===== src/rtl/counter_ud_prescaled_pkg.sv =====
// Shared counter constants: boundary modes and prescaler sizing helpers,
// reused by every timer block that instantiates tick_gen.
package counter_pkg;

  localparam int MODE_WRAP = 0;
  localparam int MODE_SAT  = 1;

  // Clock cycles per tick; a zero or sub-unity ratio collapses to 1 so the
  // prescaler always has a legal period.
  function automatic int unsigned calc_div(input int unsigned clk_hz,
                                           input int unsigned tick_hz);
    int unsigned d;
    d = (tick_hz == 0) ? 1 : clk_hz / tick_hz;
    if (d == 0) d = 1;
    return d;
  endfunction

  function automatic int unsigned cnt_width(input int unsigned div);
    return (div > 1) ? $clog2(div) : 1;
  endfunction

endpackage


===== src/rtl/counter_ud_prescaled_tick_gen.sv =====
// Reusable prescaler: counts 0..DIV-1 while enabled, strobes tick on the
// last count, holds while disabled and clears synchronously on clr.
module tick_gen
  import counter_pkg::*;
#(
  parameter int unsigned DIV = 1
) (
  input  logic clk,
  input  logic rs,
  input  logic en,
  input  logic clr,
  output logic tick
);

  localparam int unsigned    CW   = cnt_width(DIV);
  localparam logic [CW-1:0]  LAST = CW'(DIV - 1);

  logic [CW-1:0] cnt_q;
  logic [CW-1:0] cnt_d;

  // With DIV=1 LAST is 0 and cnt_q never leaves 0, so tick follows en.
  assign tick = en && (cnt_q == LAST);

  always_comb begin
    cnt_d = cnt_q;
    if (clr) begin
      cnt_d = '0;
    end else if (tick) begin
      cnt_d = '0;
    end else if (en) begin
      cnt_d = cnt_q + CW'(1);
    end
  end

  always_ff @(posedge clk or negedge rs) begin
    if (!rs) begin
      cnt_q <= '0;
    end else begin
      cnt_q <= cnt_d;
    end
  end

endmodule


===== src/rtl/counter_ud_prescaled.sv =====
// Prescaled up/down counter with load, wrap or saturate at [0, MAX_VAL],
// and a registered one-cycle terminal-count pulse.
module counter_ud_prescaled
  import counter_pkg::*;
#(
  parameter int unsigned WIDTH   = 8,
  parameter int unsigned CLK_HZ  = 50_000_000,
  parameter int unsigned TICK_HZ = 1,
  parameter int unsigned MAX_VAL = 2**WIDTH - 1,
  parameter int          MODE    = MODE_WRAP
) (
  input  logic             clk,
  input  logic             rs,
  input  logic             ss,
  input  logic             ud,
  input  logic             ld,
  input  logic [WIDTH-1:0] din,
  output logic [WIDTH-1:0] q,
  output logic             tick,
  output logic             tc
);

  localparam int unsigned      DIV   = calc_div(CLK_HZ, TICK_HZ);
  localparam logic [WIDTH-1:0] MAX_Q = WIDTH'(MAX_VAL);

  logic [WIDTH-1:0] q_q;
  logic [WIDTH-1:0] q_d;
  logic             tc_q;
  logic             tc_d;
  logic             at_bound;

  // Load also clears the prescaler so a fresh full period follows it.
  tick_gen #(
    .DIV (DIV)
  ) u_tick_gen (
    .clk  (clk),
    .rs   (rs),
    .en   (ss),
    .clr  (ld),
    .tick (tick)
  );

  assign at_bound = ud ? (q_q == MAX_Q) : (q_q == '0);

  // Boundary is tested before stepping so no value ever leaves [0, MAX_VAL].
  always_comb begin
    q_d  = q_q;
    tc_d = 1'b0;
    if (ld) begin
      q_d = (din > MAX_Q) ? MAX_Q : din;
    end else if (tick) begin
      tc_d = at_bound;
      if (at_bound) begin
        if (MODE == MODE_SAT) begin
          q_d = q_q;
        end else begin
          q_d = ud ? '0 : MAX_Q;
        end
      end else begin
        q_d = ud ? (q_q + WIDTH'(1)) : (q_q - WIDTH'(1));
      end
    end
  end

  always_ff @(posedge clk or negedge rs) begin
    if (!rs) begin
      q_q  <= '0;
      tc_q <= 1'b0;
    end else begin
      q_q  <= q_d;
      tc_q <= tc_d;
    end
  end

  assign q  = q_q;
  assign tc = tc_q;

endmodule


===== config.mk =====
export PLATFORM = sky130hd
export DESIGN_NAME = counter_ud_prescaled
export DESIGN_NICKNAME = d
export VERILOG_FILES = /design/src/rtl/counter_ud_prescaled_pkg.sv /design/src/rtl/counter_ud_prescaled_tick_gen.sv /design/src/rtl/counter_ud_prescaled.sv
export SDC_FILE = /design/constraint.sdc
export NUM_CORES = 1
export LEC_CHECK = 0
export CAP_MARGIN = 15
export CORE_UTILIZATION = 52
export DETAILED_ROUTE_END_ITERATION = 8
export DONT_BUFFER_PORTS = 1
export PLACE_DENSITY_LB_ADDON = 0.1
export RECOVER_POWER = 25
export SLEW_MARGIN = 10
export SYNTH_ARGS = -nofsm -noshare
export SYNTH_HDL_FRONTEND = slang
export SYNTH_SLANG_ARGS = --single-unit

===== constraint.sdc =====
create_clock -name clk -period 4.8 [get_ports clk]
set_input_delay 0.96 -clock clk [delete_from_list [all_inputs] [get_ports clk]]
set_output_delay 0.96 -clock clk [all_outputs]
set_load 0.005 [all_outputs]

# ---- Word level (Yosys, flattened, before mapping)
# Cells that the tools add are included.
dict set report word_totals {
  ff_bits 35
  n_memories 0
  inputBits 13
  latch_bits 0
  ramBits 0
  rom_bits 0
}
dict set report classes {
  n_mul 0
  n_lt_le_gt_ge 1
  n_mux 12
  shifts 0
  n_addsub 3
  n_reduce_logical 4
  bitwise 0
  eq_ne 2
  div_mod_pow 0
}
# op count
set op_table {}
lappend op_table {{26-bit 2-to-1 mux} 3}
lappend op_table {{8-bit 2-to-1 mux} 6}
lappend op_table {{26-bit by 1-bit adder with 26-bit output (second input constant)} 1}
lappend op_table {{26-bit equality test (second input constant)} 1}
lappend op_table {{8-bit by 1-bit adder with 8-bit output (second input constant)} 1}
lappend op_table {{8-bit equality test (second input constant)} 1}
lappend op_table {{8-bit > comparator (second input constant)} 1}
lappend op_table {{8-bit zero test} 1}
lappend op_table {{8-bit by 1-bit subtractor with 8-bit output (second input constant)} 1}
lappend op_table {{1-bit 2-to-1 mux} 3}
lappend op_table {{3-bit nonzero test} 1}
lappend op_table {{2-bit nonzero test} 1}
lappend op_table {{1-bit logical AND} 1}

# ---- Logic depth before layout (Yosys ltp)
# Gate-level depths: netlist of the first run.
dict set report logic_depth {
  depth_word 5
  ltp_mapped 7
  ltp_nobuf 7
}

# ---- Modules after synthesis
# A second synthesis of the first run with hierarchy kept.
dict set report unflattened {
  hier_cells 254
  hier_area_um2 2297.2
}
# mod cells_each area_each_um2 n_inst seq_area_each_um2
set modules_own_cells {}
lappend modules_own_cells {tick_gen 152 1445.1 1 650.6}
lappend modules_own_cells {counter_ud_prescaled 102 852.1 1 225.2}

# ---- Worst setup path after synthesis of the first run
# No wires, ideal clock.
dict set report synth_path {
  kind {in2reg}
  start {in ud}
  end {reg q_q[5], in the netlist q[5]}
  stages 7
  t_arrival_ns 2.408
  n_path_buf 0
  setup_slack_ns 2.288
  cell_sequence {inv_1 ha_1 o21ai_0 or2_2 o311ai_0 nand2_1 a221oi_1}
}
dict set report synth_via {
  elab_chain_len 4
  elab_cells_between_ends 6
  classes_between {6 x mux}
}
# item line_no
set synth_lines {}
lappend synth_lines {{start, declared} counter_ud_prescaled.sv:15} ;# input logic ud,
lappend synth_lines {{8-bit 2-to-1 mux, or another cell as far along} counter_ud_prescaled.sv:60} ;# q_d = ud ? (q_q + WIDTH'(1)) : (q_q - WIDTH'(1));
lappend synth_lines {{8-bit 2-to-1 mux (*)} counter_ud_prescaled.sv:53} ;# if (at_bound) begin
lappend synth_lines {{8-bit 2-to-1 mux (*)} counter_ud_prescaled.sv:51} ;# end else if (tick) begin
lappend synth_lines {{8-bit 2-to-1 mux (*)} counter_ud_prescaled.sv:49} ;# if (ld) begin
lappend synth_lines {{end signal, assigned} counter_ud_prescaled.sv:70} ;# q_q <= q_d;
lappend synth_lines {{end, declared} counter_ud_prescaled.sv:26} ;# logic [WIDTH-1:0] q_q;
# Every way passes the cells marked *; elsewhere a longest branch is shown, timed or not. The select of a mux whose other input is x is not followed.
# A chain may end at the register's enable or synchronous reset.

# ---- Worst setup path after layout of the first run
dict set report layout_path {
  start {reg u_tick_gen.cnt_q[12]}
  end {out tick}
}
dict set report layout_via {
  elab_chain_len 2
}
# item line_no
set layout_lines {}
lappend layout_lines {{start, declared} counter_ud_prescaled_tick_gen.sv:18} ;# logic [CW-1:0] cnt_q;
lappend layout_lines {{start signal, assigned} counter_ud_prescaled_tick_gen.sv:39} ;# cnt_q <= cnt_d;
lappend layout_lines {{26-bit equality test} counter_ud_prescaled_tick_gen.sv:22} ;# assign tick = en && (cnt_q == LAST);
lappend layout_lines {{1-bit logical AND} counter_ud_prescaled_tick_gen.sv:22}
lappend layout_lines {{end, declared} counter_ud_prescaled.sv:19} ;# output logic tick,
# Every way passes these cells.

==> results of run 1 <==
==> flip-flops by register name (all words and copies together) (netlist names) <==
signal / cells
q: 8
tc: 1
u_tick_gen.cnt_q: 26
==> synthesized netlist by cell type (2+ instances only) <==
cell type | count | area, µm²
o2111ai_1 | 2 | 17.5
o21ai_0 | 6 | 30.0
nand2b_1 | 2 | 12.5
and4_1 | 5 | 43.8
o211a_1 | 2 | 20.0
dfrtp_1 | 35 | 876
a211oi_1 | 5 | 37.5
nand2_1 | 13 | 48.8
a21o_1 | 2 | 15.0
nand3_1 | 13 | 65.1
clkbuf_1 | 3 | 11.3
nor4_1 | 3 | 18.8
nor2b_1 | 2 | 12.5
o221ai_1 | 2 | 17.5
a211o_1 | 2 | 17.5
and3_1 | 3 | 18.8
o31ai_1 | 2 | 15.0
a21oi_1 | 4 | 20.0
or2_2 | 3 | 18.8
o22ai_1 | 2 | 12.5
xor2_1 | 13 | 114
nor3b_1 | 5 | 37.5
nand4_1 | 10 | 62.6
and2_1 | 3 | 18.8
inv_1 | 9 | 33.8
nor3_1 | 10 | 50.1
a311oi_1 | 2 | 17.5
ha_1 | 7 | 87.6
xnor2_1 | 14 | 123
buf_2 | 2 | 10.0
nor2_1 | 30 | 113
==> layout make-up <==
cell class	instances	area, µm²
sequential	35	876
multi-input combinational	190	1350
tap	50	62.6
inverter	9	33.8
clock inverter	3	43.8
fill	386	1680
clock buffer	5	68.8
==> power breakdown <==
part	total, W	internal (W)	switching, W
Sequential	0.000321	0.000303	0.0000181
Combinational	0.0000974	0.0000449	0.0000525
Clock	0.000266	0.000155	0.000112
==> per-layer routing <==
layer | part of all wire (%) | track usage (%) | wire [µm]
met4 | 1.3 | 8.07 | 63
met3 | 5.1 | 5.67 | 258
met5 | 0 | 0 | 0
met1 | 50 | 35.0 | 2520
met2 | 44 | 37.0 | 2190
==> logic make-up after synthesis <==
kind of cell,Yosys count
and+or+nand+nor,115
AOI/OAI and AO/OA,40
DFF,35
xor gates and xnor gates,27
buffers and inverters,15
adders and majority gates,8
==> stage by stage <==
step	instance area [µm²]	instances	hold slack, ns	worst slack, ns	utilization, %
5_1_grt	2430	292	0.332	1.96	59.1
3_3_place_gp	2320	284	0.523	2.00	56.4
4_1_cts	2430	292	0.341	2.07	59.1
6_report	2430	292	0.355	2.04	59.1
3_5_place_dp	2320	284	0.522	1.94	56.4
2_1_floorplan	2290	240	0.488	2.29	-
==> final timing paths <==
kind	from	to	slack, ns	depth (start not counted)
max	u_tick_gen.cnt_q[12]$_DFFE_PN0P_	tick	2.04	3
min	rs	q[7]$_DFFE_PN0P_	0.35	0
max reg2reg	u_tick_gen.cnt_q[12]$_DFFE_PN0P_	u_tick_gen.cnt_q[25]$_DFFE_PN0P_	2.24	5
min reg2reg	u_tick_gen.cnt_q[25]$_DFFE_PN0P_	u_tick_gen.cnt_q[25]$_DFFE_PN0P_	0.54	1
max in group asynchronous	rs	u_tick_gen.cnt_q[10]$_DFFE_PN0P_	4.35	0
min in group clk	u_tick_gen.cnt_q[25]$_DFFE_PN0P_	u_tick_gen.cnt_q[25]$_DFFE_PN0P_	0.54	1
==> results.md, run 1 <==
- Total power: 0.000685 W
- Clock sinks: 35
- P&R area growth vs syn: 6.40%
- Clk_lat worst skew: 0.29 ns
- GRT overflow: 0
- Post-synth EDFFs: 0
- Complex-gate fraction of the synthesized area: 13.8%
- WP data arrival: 1.80 ns
- VDD IR-drop max: 0.249 mV
- # rows: 23
- Final setup vio count: 0
- Post-CTS sizing: 0
- Antenna-violating nets left: 0
- Vias in the first global route: 1742
- Yosys warns: 0
- Flops & latches, synth: 35
- Post-synthesis mux area share: 0%
- Initial drt markers: 92
- Post-CTS setup buffers: 0
- Slew HR: 30.8%
- GR Util All Layers: 24.8%
- CP required: 3.84 ns
- Antenna violations before repair: 0
- Xor-xnor portion of the synthesized cell area: 10.3%
- Cts hold-fix bufs: 0
- Clk_skew: 0.00870 ns
- Hold Crit Class: in -> async
- Sequential area share after synthesis: 38.3%
- Vias/cell: 6.33
- Post-Synthesis Cells: 240
- Die H: 68.3 µm
- CP Cell Sequence: and4_1, nand4_4, nor3_1
- DRT Pass-1 Iters: 4
- Delay of the slowest critical-path stage: 0.53 ns
- RSZ-0062 raised after global routing: no
- Final worst path period share: 57.5%
- Syn Std Cell Area: 0.00229 mm²
- Most common cell after layout, fill and taps aside: dfrtp_1
- CTS tree: done
- Diodes inserted: 0
- Area of the core: 0.00412 mm²
- Most frequent cells in the layout: dfrtp_1, nor2_1, xnor2_1
- Crit path time final: 2.76 ns
- Layout cells sized above 1: 8.68%
- Die ar.: 0.00467 mm²
- Main combinational cell family by area after synthesis: simple AND/OR/NAND/NOR gates
- Unique masters post-synth: 55
- Root buffer cell: clkbuf_8
- Setup crit end kind: output port
- Avg Inst Size Synth: 9.53 µm²
- Drt drc: 0
- Maxcap violations: 0
- Fin. Hold Viols: 0
- Clk buf depth: 2
- Status: finished, final reports clean
- Slowest CP cell: dfrtp_1
- DR vias: 1847
- Fin nets: 262
- Die X: 68.3 µm
- CP bufs+invs: 0
- Startpoint Class: register
- Synth Area in Simple Gates: 30.1%
- Critical path class: reg -> out
- Pleak: 1.01 nW
- H-tree depth: 2
- Detailed Place HPWL: 3670 µm
- Top Family by Delay on Critical Path: simple AND/OR/NAND/NOR gates
- Syn Nets: 261
- Final Max Tran Viols: 0
- Fmax: 362 MHz
- CTS buffer count: 5
- Io pins: 23
- Peak fanout along the critical path: 8
- Number of port buffers: 0
- Routed length per instance: 17.2 µm
- Power Dens Cells: 282 mW/mm²
- Initial core utilization: 55.6%
- Clock Pin Slew Worst Setup and Hold Paths: 0.08 ns
- Post-synthesis adder-cell area fraction: 4.70%
- Largest net degree at the start of global routing: 36
- Asr flop ratio synth: 100%
- First-pass GRT wire length: 8420 µm
- GP Congestion: 0.797
- Final wirelength: 5030 µm
- Setup TNS: 0 ns
- Slew @ Worst Pin: 1.04 ns
- Main flop type after synthesis: dfrtp_1
Note: power is estimated with default switching activity, not from simulation.
==> run 2, diff against run 1 <==
==> constraint.sdc (replaced) <==
create_clock -name clk -period 2.29 [get_ports clk]
set_input_delay 0.458 -clock clk [delete_from_list [all_inputs] [get_ports clk]]
set_output_delay 0.458 -clock clk [all_outputs]
set_load 0.005 [all_outputs]
==> run 2 against run 1 <==
  * First-iteration DRC count grew 51%
  * Core utilization grew 1.6 points
  * Sequential share of layout area shrank 0.94 points
  * Critical path depth grew 1
  * Global-route usage shrank 0.72 points
  * Worst setup slack lost 1.9 ns
  * Cell count grew 3.8%
  * Non-clock buffer count grew 11
  * Wire length grew 0.56%
  * Clock power grew 77%
  * Die area is the same
  * Combinational power grew 140%
==> results.md, run 2 (synthesis gave the netlist of run 1 again) <==
- CTS buffer count: 5 (unchanged)
- H-tree depth: 2 (unchanged)
- Final Max Tran Viols: 0 (unchanged)
- Startpoint Class: register
- Most flops, register: u_tick_gen.cnt_q
- Die X: 68.3 µm (unchanged)
- Most common cell after layout, fill and taps aside: dfrtp_1
- DR vias: 1882 (+1.9%)
- Slew @ Worst Pin: 0.884 ns (-0.155 ns)
- Top sig layer: met4
- Most frequent cells in the layout: dfrtp_1, nor2_1, xnor2_1
- Top Family by Delay on Critical Path: simple AND/OR/NAND/NOR gates
- Clk_lat worst skew: 0.29 ns (about the same)
- # rows: 23 (unchanged)
- Initial drt markers: 139 (+51%)
- Post-CTS sizing: 0 (unchanged)
- Slowest CP cell: dfrtp_1
- CP bufs+invs: 0 (unchanged)
- RSZ-0062 raised after global routing: no
- Clk_skew: 0.00684 ns (-0.00186 ns)
- Number of port buffers: 0 (unchanged)
- CP Cell Sequence: ha_1, and4_1, nand3_1, nor3_1
- Status: finished, final reports clean
- VDD IR-drop max: 0.381 mV (+53%)
- Largest net degree at the start of global routing: 36 (unchanged)
- Die ar.: 0.00467 mm² (unchanged)
- Initial core utilization: 55.6% (unchanged)
- P&R area growth vs syn: 9.25%
- Met1 wire length: 2440 µm (-3.0%)
- Multi-input gate area: 0.00135 mm² (unchanged)
- Met2 wire len: 2250 µm (+2.7%)
- Vias in the first global route: 1715 (-1.5%)
- CP required: 1.83 ns (-2.01 ns)
- Post-CTS setup buffers: 0 (unchanged)
- Crit path time final: 2.14 ns
- Antenna violations before repair: 0 (unchanged)
- Cts hold-fix bufs: 2 (+2)
- Clock Pin Slew Worst Setup and Hold Paths: 0.07 ns (about the same)
- GP Congestion: 0.839 (+5.3%)
- Slew HR: 41.1% (+10 points)
- Setup TNS: 0 ns (unchanged)
- Power Dens Cells: 550 mW/mm² (+95%)
- Hold Crit Class: in -> reg
- WP data arrival: 1.68 ns (-0.12 ns)
- Die H: 68.3 µm (unchanged)
- WHS: 0.221 ns (-0.133 ns)
- Layout cells sized above 1: 11.9% (+3.2 points)
- Worst r2r path cells: 6 (+1)
- Max reg flops: 26 (unchanged)
- Vias/cell: 6.21 (-1.8%)
- Antenna-violating nets left: 0 (unchanged)
- Wire length on met3: 247 µm (-4.3%)
- Fin nets: 273 (+4.2%)
- GRT overflow: 0 (unchanged)
- Critical path class: reg -> out
- Pleak: 1.05 nW (+4.2%)
- Worst path depth: 4 (+1)
- Peak fanout along the critical path: 6 (-2)
- GR Util All Layers: 24.0% (-0.72 points)
- CTS tree: done
- Io pins: 23 (unchanged)
- Detailed Place HPWL: 3680 µm (about the same)
- Final wirelength: 5060 µm (+0.56%)
- Root buffer cell: clkbuf_8
- Final worst path period share: 93.4%
- Fmax: 468 MHz
- Setup crit end kind: output port
- Final setup vio count: 0 (unchanged)
- Area of the core: 0.00412 mm² (unchanged)
- Delay of the slowest critical-path stage: 0.44 ns (-0.09 ns)
- FF+latch area: 876 µm² (unchanged)
- First-pass GRT wire length: 8090 µm (-4.0%)
- Diodes inserted: 0 (unchanged)
- DRT Pass-1 Iters: 4 (unchanged)
- Filler cell count: 351 (-9.1%)
- Fin. Hold Viols: 0 (unchanged)
- Hold Path Depth: 1
- Drt drc: 0 (unchanged)
- Routed length per instance: 16.7 µm (-3.1%)
- Clk buf depth: 2 (unchanged)
- Maxcap violations: 0 (unchanged)
- Clock sinks: 35 (unchanged)
run 2: per-stage QoR:
stage	instance area, µm²	utilization (%)	cells	worst slack (ns)	total power [W]
2_1_floorplan	2290	-	240	0.280	0.000850
3_3_place_gp	2390	58.0	293	0.165	0.000901
3_5_place_dp	2390	58.0	293	0.100	0.000902
4_1_cts	2510	61.1	303	0.150	0.00139
5_1_grt	2500	60.7	303	0.0202	0.00145
6_report	2500	60.7	303	0.152	0.00138
run 2: final timing paths:
path / start / to / slack, ns
hold / removal: ld / u_tick_gen.cnt_q[1]$_DFFE_PN0P_ / 0.22
setup reg to reg: q[2]$_DFFE_PN0P_ / q[5]$_DFFE_PN0P_ / 0.22
setup / recovery: u_tick_gen.cnt_q[0]$_DFFE_PN0P_ / tick / 0.15
hold reg to reg: u_tick_gen.cnt_q[25]$_DFFE_PN0P_ / u_tick_gen.cnt_q[25]$_DFFE_PN0P_ / 0.55
min in group asynchronous: rs / q[6]$_DFFE_PN0P_ / 0.83
max in group asynchronous: rs / q[4]$_DFFE_PN0P_ / 0.90
run 2: area by class of cell:
cell class | instances | area share [%]
multi-input cells | 190 | 54.0
flip-flops and latches | 35 | 35.1
clock buffers | 7 | 3.46
repair buffers | 11 | 3.30
well taps | 50 | 2.50
inverters | 9 | 1.35
clock inverters | 1 | 0.351
run 2: worst register-to-register path, cell delays in order, from the launching register on:
cell and delay, ns:
dfrtp_1 0.46, ha_1 0.40, o21ai_0 0.12, or2_2 0.33
o311ai_0 0.30, nand2_1 0.09, a221oi_1 0.26
run 2: report_power, final:
part	internal [W]	switching [W]	leakage, nW	total [W]
clock network	0.000246	0.000224	0.0484	0.000470
registers	0.000636	0.0000327	0.470	0.000669
logic	0.000106	0.000131	0.529	0.000237
total	0.000988	0.000387	1.05	0.00138
run 2: metal layers:
metal,vias to the layer above,global-route usage (%)
li1,915,-
met1,915,31.5
met2,42,36.9
met3,10,6.00
met4,0,11.2
met5,-,0
